File: src/rtl/writeback_queue_if.sv
// Result-in / register-file-write-out bundle for writeback_queue.
// The queue sits on the slave modport. The producer and register file sit on the master side.
interface writeback_queue_if #(
  parameter int DATA_W = 8,
  parameter int REG_AW = 3
);
  logic              res_valid;
  logic              res_ready;
  logic [REG_AW-1:0] res_reg;
  logic [DATA_W-1:0] res_data;
  logic [REG_AW-1:0] dest_reg;
  logic [DATA_W-1:0] data;
  logic              write_flag;

  modport master (
    output res_valid, res_reg, res_data,
    input  res_ready, dest_reg, data, write_flag
  );

  modport slave (
    input  res_valid, res_reg, res_data,
    output res_ready, dest_reg, data, write_flag
  );
endinterface

File: src/rtl/writeback_queue.sv
// Buffers execute/memory results and issues at most one register-file write per cycle.
// It also tracks the queued and in-flight writes to each register, so that issue logic can detect RAW hazards.
module writeback_queue #(
  parameter int DATA_W = 8,
  parameter int REG_AW = 3,
  parameter int DEPTH  = 4
) (
  input  logic                        clk,
  input  logic                        rst_n,
  writeback_queue_if.slave            bus,
  input  logic                        stall,
  input  logic                        flush,
  output logic [(2**REG_AW)-1:0]      pending,
  output logic [$clog2(DEPTH+1)-1:0]  queue_count
);
  localparam int unsigned NREG = 2**REG_AW;
  localparam int CW = $clog2(DEPTH+1);
  localparam int PW = $clog2(DEPTH+2);
  localparam int AW = $clog2(DEPTH);

  logic [REG_AW-1:0] fifo_reg  [DEPTH];
  logic [DATA_W-1:0] fifo_data [DEPTH];
  logic [AW-1:0]     wr_ptr, rd_ptr;
  logic [CW-1:0]     count;
  logic [PW-1:0]     pend_cnt [NREG];
  logic              push, pop;

  // Readiness is based only on the current occupancy, so a full queue stays not-ready even during a pop cycle.
  assign bus.res_ready = rst_n && !flush && (count != CW'(DEPTH));
  assign push          = bus.res_valid && bus.res_ready;
  assign pop           = !stall && !flush && (count != '0);
  assign queue_count   = count;

  always_ff @(posedge clk) begin
    if (push) begin
      fifo_reg[wr_ptr]  <= bus.res_reg;
      fifo_data[wr_ptr] <= bus.res_data;
    end
  end

  always_ff @(posedge clk or negedge rst_n) begin
    if (!rst_n) begin
      wr_ptr <= '0;
      rd_ptr <= '0;
      count  <= '0;
    end else if (flush) begin
      wr_ptr <= '0;
      rd_ptr <= '0;
      count  <= '0;
    end else begin
      if (push) wr_ptr <= wr_ptr + AW'(1);
      if (pop)  rd_ptr <= rd_ptr + AW'(1);
      if (push && !pop)      count <= count + CW'(1);
      else if (pop && !push) count <= count - CW'(1);
    end
  end

  // Output stage: destination register and data keep their last values while write_flag is low.
  always_ff @(posedge clk or negedge rst_n) begin
    if (!rst_n) begin
      bus.write_flag <= 1'b0;
      bus.dest_reg   <= '0;
      bus.data       <= '0;
    end else begin
      bus.write_flag <= pop;
      if (pop) begin
        bus.dest_reg <= fifo_reg[rd_ptr];
        bus.data     <= fifo_data[rd_ptr];
      end
    end
  end

  always_ff @(posedge clk or negedge rst_n) begin
    if (!rst_n) begin
      for (int unsigned r = 0; r < NREG; r++) pend_cnt[r] <= '0;
    end else if (flush) begin
      for (int unsigned r = 0; r < NREG; r++) pend_cnt[r] <= '0;
    end else begin
      for (int unsigned r = 0; r < NREG; r++) begin
        if (push && (bus.res_reg == REG_AW'(r)) &&
            !(bus.write_flag && (bus.dest_reg == REG_AW'(r))))
          pend_cnt[r] <= pend_cnt[r] + PW'(1);
        else if (bus.write_flag && (bus.dest_reg == REG_AW'(r)) &&
                 !(push && (bus.res_reg == REG_AW'(r))))
          pend_cnt[r] <= pend_cnt[r] - PW'(1);
      end
    end
  end

  always_comb begin
    pending = '0;
    for (int unsigned r = 0; r < NREG; r++) pending[r] = (pend_cnt[r] != '0);
  end
endmodule

File: src/flat_wrapper.sv
// flat-port wrapper written by rule: the top's interface ports become plain ports
module writeback_queue_flat 
#(
  parameter int DATA_W = 8,
  parameter int REG_AW = 3,
  parameter int DEPTH  = 4
)
  (clk, rst_n, stall, flush, pending, queue_count, bus_res_valid, bus_res_reg, bus_res_data, bus_res_ready, bus_dest_reg, bus_data, bus_write_flag);
  writeback_queue_if #(.DATA_W(DATA_W), .REG_AW(REG_AW)) bus_i ();
  input  logic clk;
  input  logic rst_n;
  input  logic stall;
  input  logic flush;
  output logic [(2**REG_AW)-1:0] pending;
  output logic [$clog2(DEPTH+1)-1:0] queue_count;
  input wire logic [$bits(bus_i.res_valid)-1:0] bus_res_valid;
  input wire logic [$bits(bus_i.res_reg)-1:0] bus_res_reg;
  input wire logic [$bits(bus_i.res_data)-1:0] bus_res_data;
  output wire logic [$bits(bus_i.res_ready)-1:0] bus_res_ready;
  output wire logic [$bits(bus_i.dest_reg)-1:0] bus_dest_reg;
  output wire logic [$bits(bus_i.data)-1:0] bus_data;
  output wire logic [$bits(bus_i.write_flag)-1:0] bus_write_flag;
  assign bus_i.res_valid = bus_res_valid;
  assign bus_i.res_reg = bus_res_reg;
  assign bus_i.res_data = bus_res_data;
  assign bus_res_ready = bus_i.res_ready;
  assign bus_dest_reg = bus_i.dest_reg;
  assign bus_data = bus_i.data;
  assign bus_write_flag = bus_i.write_flag;
  writeback_queue #(.DATA_W(DATA_W), .REG_AW(REG_AW), .DEPTH(DEPTH)) u_core (.clk(clk), .rst_n(rst_n), .bus(bus_i), .stall(stall), .flush(flush), .pending(pending), .queue_count(queue_count));
endmodule
File: config.mk
export PLATFORM = sky130hd
export DESIGN_NAME = writeback_queue_flat
export DESIGN_NICKNAME = d
export VERILOG_FILES = /design/src/rtl/writeback_queue_if.sv /design/src/rtl/writeback_queue.sv /design/src/flat_wrapper.sv
export SDC_FILE = /design/constraint.sdc
export NUM_CORES = 1
export LEC_CHECK = 0
export CAP_MARGIN = 20
export CORE_ASPECT_RATIO = 1.75
export CORE_UTILIZATION = 40
export DETAILED_ROUTE_END_ITERATION = 10
export GPL_TIMING_DRIVEN = 0
export PLACE_DENSITY = 0.62
export REMOVE_ABC_BUFFERS = 1
export SLEW_MARGIN = 10
export SYNTH_ARGS = -nofsm -noshare
export SYNTH_HDL_FRONTEND = slang
export SYNTH_SLANG_ARGS = --single-unit
File: constraint.sdc
create_clock -name clk -period 4 [get_ports clk]
set_clock_uncertainty 0.1 [all_clocks]
set_input_delay 1.2 -clock clk [delete_from_list [all_inputs] [get_ports clk]]
set_output_delay 1.2 -clock clk [all_outputs]
set_load 0.02 [all_outputs]
==> results.ini, run 1 <==
[placement]
place.port_buffers=39
dpl_worst_slack_ps=-46.3
hpwl_um=6720
dp_cells=530
routabilityCongestion=0.796
postPlaceCellArea_mm2=0.00505

[detailed_routing]
routed_wl_um=9670
first_iter_violations=100
vias=3109
wl_per_cell_um=17.7
firstDrtPassIters=4
via_per_inst=5.69
route.detailed.drc=0
ant_nets=0

[synth]
async_reset_ff_share_pct=49.4
ys_top_cells_by_area=edfxtp_1, dfrtp_1, mux4_2
synth_top_area_cell=edfxtp_1
ys_ff_latch=87
syn_inst=375
synth_edf_count=44
yosysUniqueCellTypes=50
syn_area_mm2=0.00457
synth-seq-area-share_pct=52.5
synth_top_cell_area_share_pct=28.9
syn_avg_cell_area_um2=12.2
synth_warnings=0
synth_flop_cell=edfxtp_1

[critical_path]
crit_fanout=16
startpoint_type=input port
critPathLaunch=rst_n
worstPathRequired_ps=2700
cp-end-kind=output pin
cp_slowest_cell=clkdlybuf4s50_1
path_cells=buf_2 -> nor2b_1 -> and2_1 -> clkdlybuf4s50_1
path_class=input port to output pin
critPathTopFamily=buffers and inverters
slowest_delay_ps=600
timing.critical_path.arrival_ps=2580
crit-reg2reg-launch=u_core.queue_count[0]$_DFFE_PN0P_
critPathBufInv=2

[outcome]
status=finished clean

[timing]
fmax_mhz=258
max_slew_margin_pct=30.6
worst_pin_slew_ps=1040
setup_viol=0
layout_setup_ws_ps=118
drv_slew=0
timing.hold.ws_ps=406
tns_ps=0
finalHoldViolCount=0
finalCriticalPeriod_ps=3880
timing.final.crit_share_pct=97.0
rsz0062_at_grt=no

[clock_network]
insertion_delay_ps=340
clockRootBuffer=clkbuf_16
postCtsSetupBuffers=0
cts.clk_slew.worst_paths_ps=70
cts_sinks=87
cts_resized=1
ctsHtreeMaxLevel=3
tritoncts=done
cts_hold_buffers=0
cts_buffers=9
clockBufferDepth=2

[global_routing]
grt_pass1_wl_um=15900
grt_use_total_pct=18.2
grt_pass1_vias=3245
grt_max_degree=45
grt-ovfl-total=0
grt_antenna_before_repair=0

[finish]
fillers=1016
nNetsFinal=438
layout.cells.non_filler=546
largest_reg_flops=32
num_antenna_cells=0
drive_above_1_share_pct=13.0
syn2layout_area_growth_pct=17.6
final_common_cell=edfxtp_1
multi_input_area_mm2=0.00199
regArea_mm2=0.00240
final_cell_mix=edfxtp_1, dfrtp_1, clkdlybuf4s50_1
stdcell_area_mm2=0.00537
post-route-util_pct=48.4

[worst_hold_path]
hold_class=flop to flop
hp-start=u_core.bus.data[2]$_DFFE_PN0P_

[die]
fp.dieW_um=82.8
ios=40
coreArea_mm2=0.0111
die_area_mm2=0.0119
die_h_um=143
num_rows=51
start_util_pct=41.1

[flow_run]
drv_cap=0

[power_and_ir_drop]
power_mw=2.73
irDropWorstVdd_v=0.000346
power_density_mw_per_mm2=509
p_leak_nw=2.03

-- logic make-up (layout without fill, tap and decap cells) --
family / after synthesis / count (layout) / share of synthesized area, %
simple gates: 126 / 126 / 17.1
flops: 87 / 87 / 52.5
compound gates: 60 / 60 / 8.66
buf+inv: 46 / 85 / 4.25
mux: 23 / 23 / 8.63
xor+xnor: 20 / 20 / 3.84
fa+ha+maj: 13 / 13 / 5.04
-- Yosys cell counts (5+ instances only) --
master,n
a21oi_1,18
and2_1,6
and3_1,7
clkbuf_1,10
dfrtp_1,43
edfxtp_1,44
fa_1,9
inv_1,28
mux2_2,11
mux4_2,12
nand2_1,9
nand2b_1,9
nand3_1,7
nor2_1,24
nor2b_1,5
nor3_1,7
nor4_1,12
o21ai_0,11
o21bai_1,8
or3_1,14
xnor2_1,20
-- per-layer routing --
layer,global-route usage (%),share of wire [%],up-vias,wire (um)
li1,-,-,1458,-
met1,20.8,40,1575,3860
met2,32.2,54,60,5260
met3,3.11,3.6,16,353
met4,7.80,2.1,0,200
met5,0,0,-,0
-- path summary, 6_finish.rpt --
path | end | slack [ps] | cells after the start
worst max-delay path | bus_res_ready | 120 | 4
worst min-delay path | u_core.bus.data[2]$_DFFE_PN0P_ | 410 | 1
worst max register to register | u_core.pend_cnt[2]$_DFFE_PN0P_ | 1120 | 7
worst min register to register | u_core.bus.data[2]$_DFFE_PN0P_ | 410 | 1
max in group asynchronous | u_core.bus.dest_reg[1]$_DFFE_PN0P_ | 2570 | 2
min in group asynchronous | u_core.wr_ptr[0]$_DFFE_PN0P_ | 690 | 1
-- report_power, final --
group | total [mW] | switching (mW) | internal [mW]
combinational | 0.686 | 0.315 | 0.371
sequential | 1.19 | 0.155 | 1.03
clock | 0.856 | 0.365 | 0.491
total | 2.73 | 0.834 | 1.90
-- final cells by class --
type,instances,share of cell area [%]
Sequential cell,87,44.7
Multi-Input combinational cell,242,37.0
Timing Repair Buffer,41,7.64
Clock buffer,9,4.19
Tap cell,132,3.08
Inverter,28,1.96
Clock inverter,7,1.49
(Power assumes the default switching activity.)
==> run 2: changes to the inputs <==
--- a/config.mk
+++ b/config.mk
@@ -10,8 +10,10 @@
 export CORE_UTILIZATION = 40
 export DETAILED_ROUTE_END_ITERATION = 10
 export GPL_TIMING_DRIVEN = 0
+export MAX_ROUTING_LAYER = met4
 export PLACE_DENSITY = 0.62
 export REMOVE_ABC_BUFFERS = 1
+export SETUP_SLACK_MARGIN = 0.05
 export SLEW_MARGIN = 10
 export SYNTH_ARGS = -nofsm -noshare
 export SYNTH_HDL_FRONTEND = slang
==> results.ini, run 2 (synthesis gave the netlist of run 1 again) <==
[timing]
finalCriticalPeriod_ps=3790
fmax_mhz=264
setup_viol=0
finalHoldViolCount=0
drv_slew=0
tns_ps=0
max_slew_margin_pct=30.4
timing.final.crit_share_pct=94.7
rsz0062_at_grt=no
worst_pin_slew_ps=1040

[detailed_routing]
route.detailed.drc=0
firstDrtPassIters=4
wl_per_cell_um=17.7
first_iter_violations=95
via_per_inst=5.64
vias=3080
routed_wl_um=9680
ant_nets=0

[finish]
final_cell_mix=edfxtp_1, dfrtp_1, clkdlybuf4s50_1
layout.cells.non_filler=546
num_antenna_cells=0
nNetsFinal=438
syn2layout_area_growth_pct=17.6
stdcell_area_mm2=0.00537
largest_reg_flops=32
drive_above_1_share_pct=13.0
final_common_cell=edfxtp_1
post-route-util_pct=48.4

[flow_run]
drv_cap=0

[placement]
routabilityCongestion=0.807
postPlaceCellArea_mm2=0.00505
hpwl_um=6720
place.port_buffers=39
dp_cells=530

[clock_network]
clockBufferDepth=2
clockRootBuffer=clkbuf_16
cts.clk_slew.worst_paths_ps=70
insertion_delay_ps=340
cts_sinks=87
cts_buffers=9
tritoncts=done
ctsHtreeMaxLevel=3

[die]
start_util_pct=41.1
ios=40
die_area_mm2=0.0119
fp.dieW_um=82.8
coreArea_mm2=0.0111
num_rows=51
die_h_um=143

[critical_path]
startpoint_type=input port
cp_slowest_cell=clkdlybuf4s50_1
slowest_delay_ps=600
cp-end-kind=output pin
crit_fanout=16
path_class=input port to output pin
timing.critical_path.arrival_ps=2490
critPathBufInv=2
critPathTopFamily=buffers and inverters
worstPathRequired_ps=2700
path_cells=clkbuf_4 -> nor2b_1 -> and2_1 -> clkdlybuf4s50_1

[power_and_ir_drop]
seqPwrFrac_pct=43.5
power_density_mw_per_mm2=508
p_leak_nw=2.03
p_sw_uw=830
irDropWorstVdd_v=0.000345
swShare_pct=30.4
power_mw=2.73
p_int_mw=1.90
p_comb_share_pct=25.2
p_clk_share_pct=31.4

[global_routing]
grt_pass1_wl_um=15900
grt-ovfl-total=0
grt_use_total_pct=18.7
grt_pass1_vias=3242
grt_max_degree=45
grt_antenna_before_repair=0

[outcome]
status=finished clean

[worst_hold_path]
hold_class=flop to flop

run 2: timing repair:
item / CTS / global route
hold buffers: 0 / 0
pin swaps: 0 / 0
gates resized for setup: 1 / 2
setup buffers: 0 / 0
endpoints found under the setup margin: 1 / 2
run 2: worst paths after layout:
path                                                   startpoint                                 end  slack, ps  depth (start not counted)
worst max-delay path                                        rst_n                       bus_res_ready        210                          4
worst min-delay path               u_core.bus.data[2]$_DFFE_PN0P_      u_core.bus.data[2]$_DFFE_PN0P_        410                          1
worst max register to register  u_core.queue_count[0]$_DFFE_PN0P_      u_core.pend_cnt[2]$_DFFE_PN0P_       1120                          7
worst min register to register     u_core.bus.data[2]$_DFFE_PN0P_      u_core.bus.data[2]$_DFFE_PN0P_        410                          1
max in group asynchronous                                   rst_n  u_core.bus.dest_reg[1]$_DFFE_PN0P_       2680                          2
min in group asynchronous                                   rst_n        u_core.wr_ptr[0]$_DFFE_PN0P_        650                          1
run 2: per-stage QoR:
| stage | hold WS, ps | setup slack [ps] |
|---|---|---|
| after floorplan | 401 | 445 |
| after global placement | 389 | -1920 |
| after detailed placement | 396 | -46.3 |
| after CTS | 412 | 67.7 |
| after global routing | 431 | 129 |
| final | 406 | 213 |
run 2: power by group through the flow:
| stage | Clock, mW | Sequential (mW) | Combinational, mW |
|---|---|---|---|
| floorplan | 0 | 1.24 | 0.345 |
| global placement | 0 | 1.20 | 0.673 |
| detailed placement | 0 | 1.21 | 0.690 |
| CTS | 0.878 | 1.19 | 0.694 |
| global route | 0.908 | 1.21 | 0.749 |
| finish | 0.855 | 1.19 | 0.686 |
run 2: area by class of cell:
type                       instances  area (um^2)
tap                              132          165
clock inverter                     7         80.1
sequential                        87         2400
timing repair buffer              41          413
fill                            1015         5730
clock buffer                       9          225
inverter                          28          105
multi-input combinational        242         1990
run 2: per-layer routing:
layer / share of wire (%) / routed length, um / vias up / GRT usage (%)
met5: 0 / 0 / - / -
met4: 1.9 / 187 / 0 / 7.26
met1: 40 / 3840 / 1549 / 20.8
met3: 3.3 / 317 / 16 / 3.43
met2: 55 / 5340 / 63 / 32.2
li1: - / - / 1452 / -
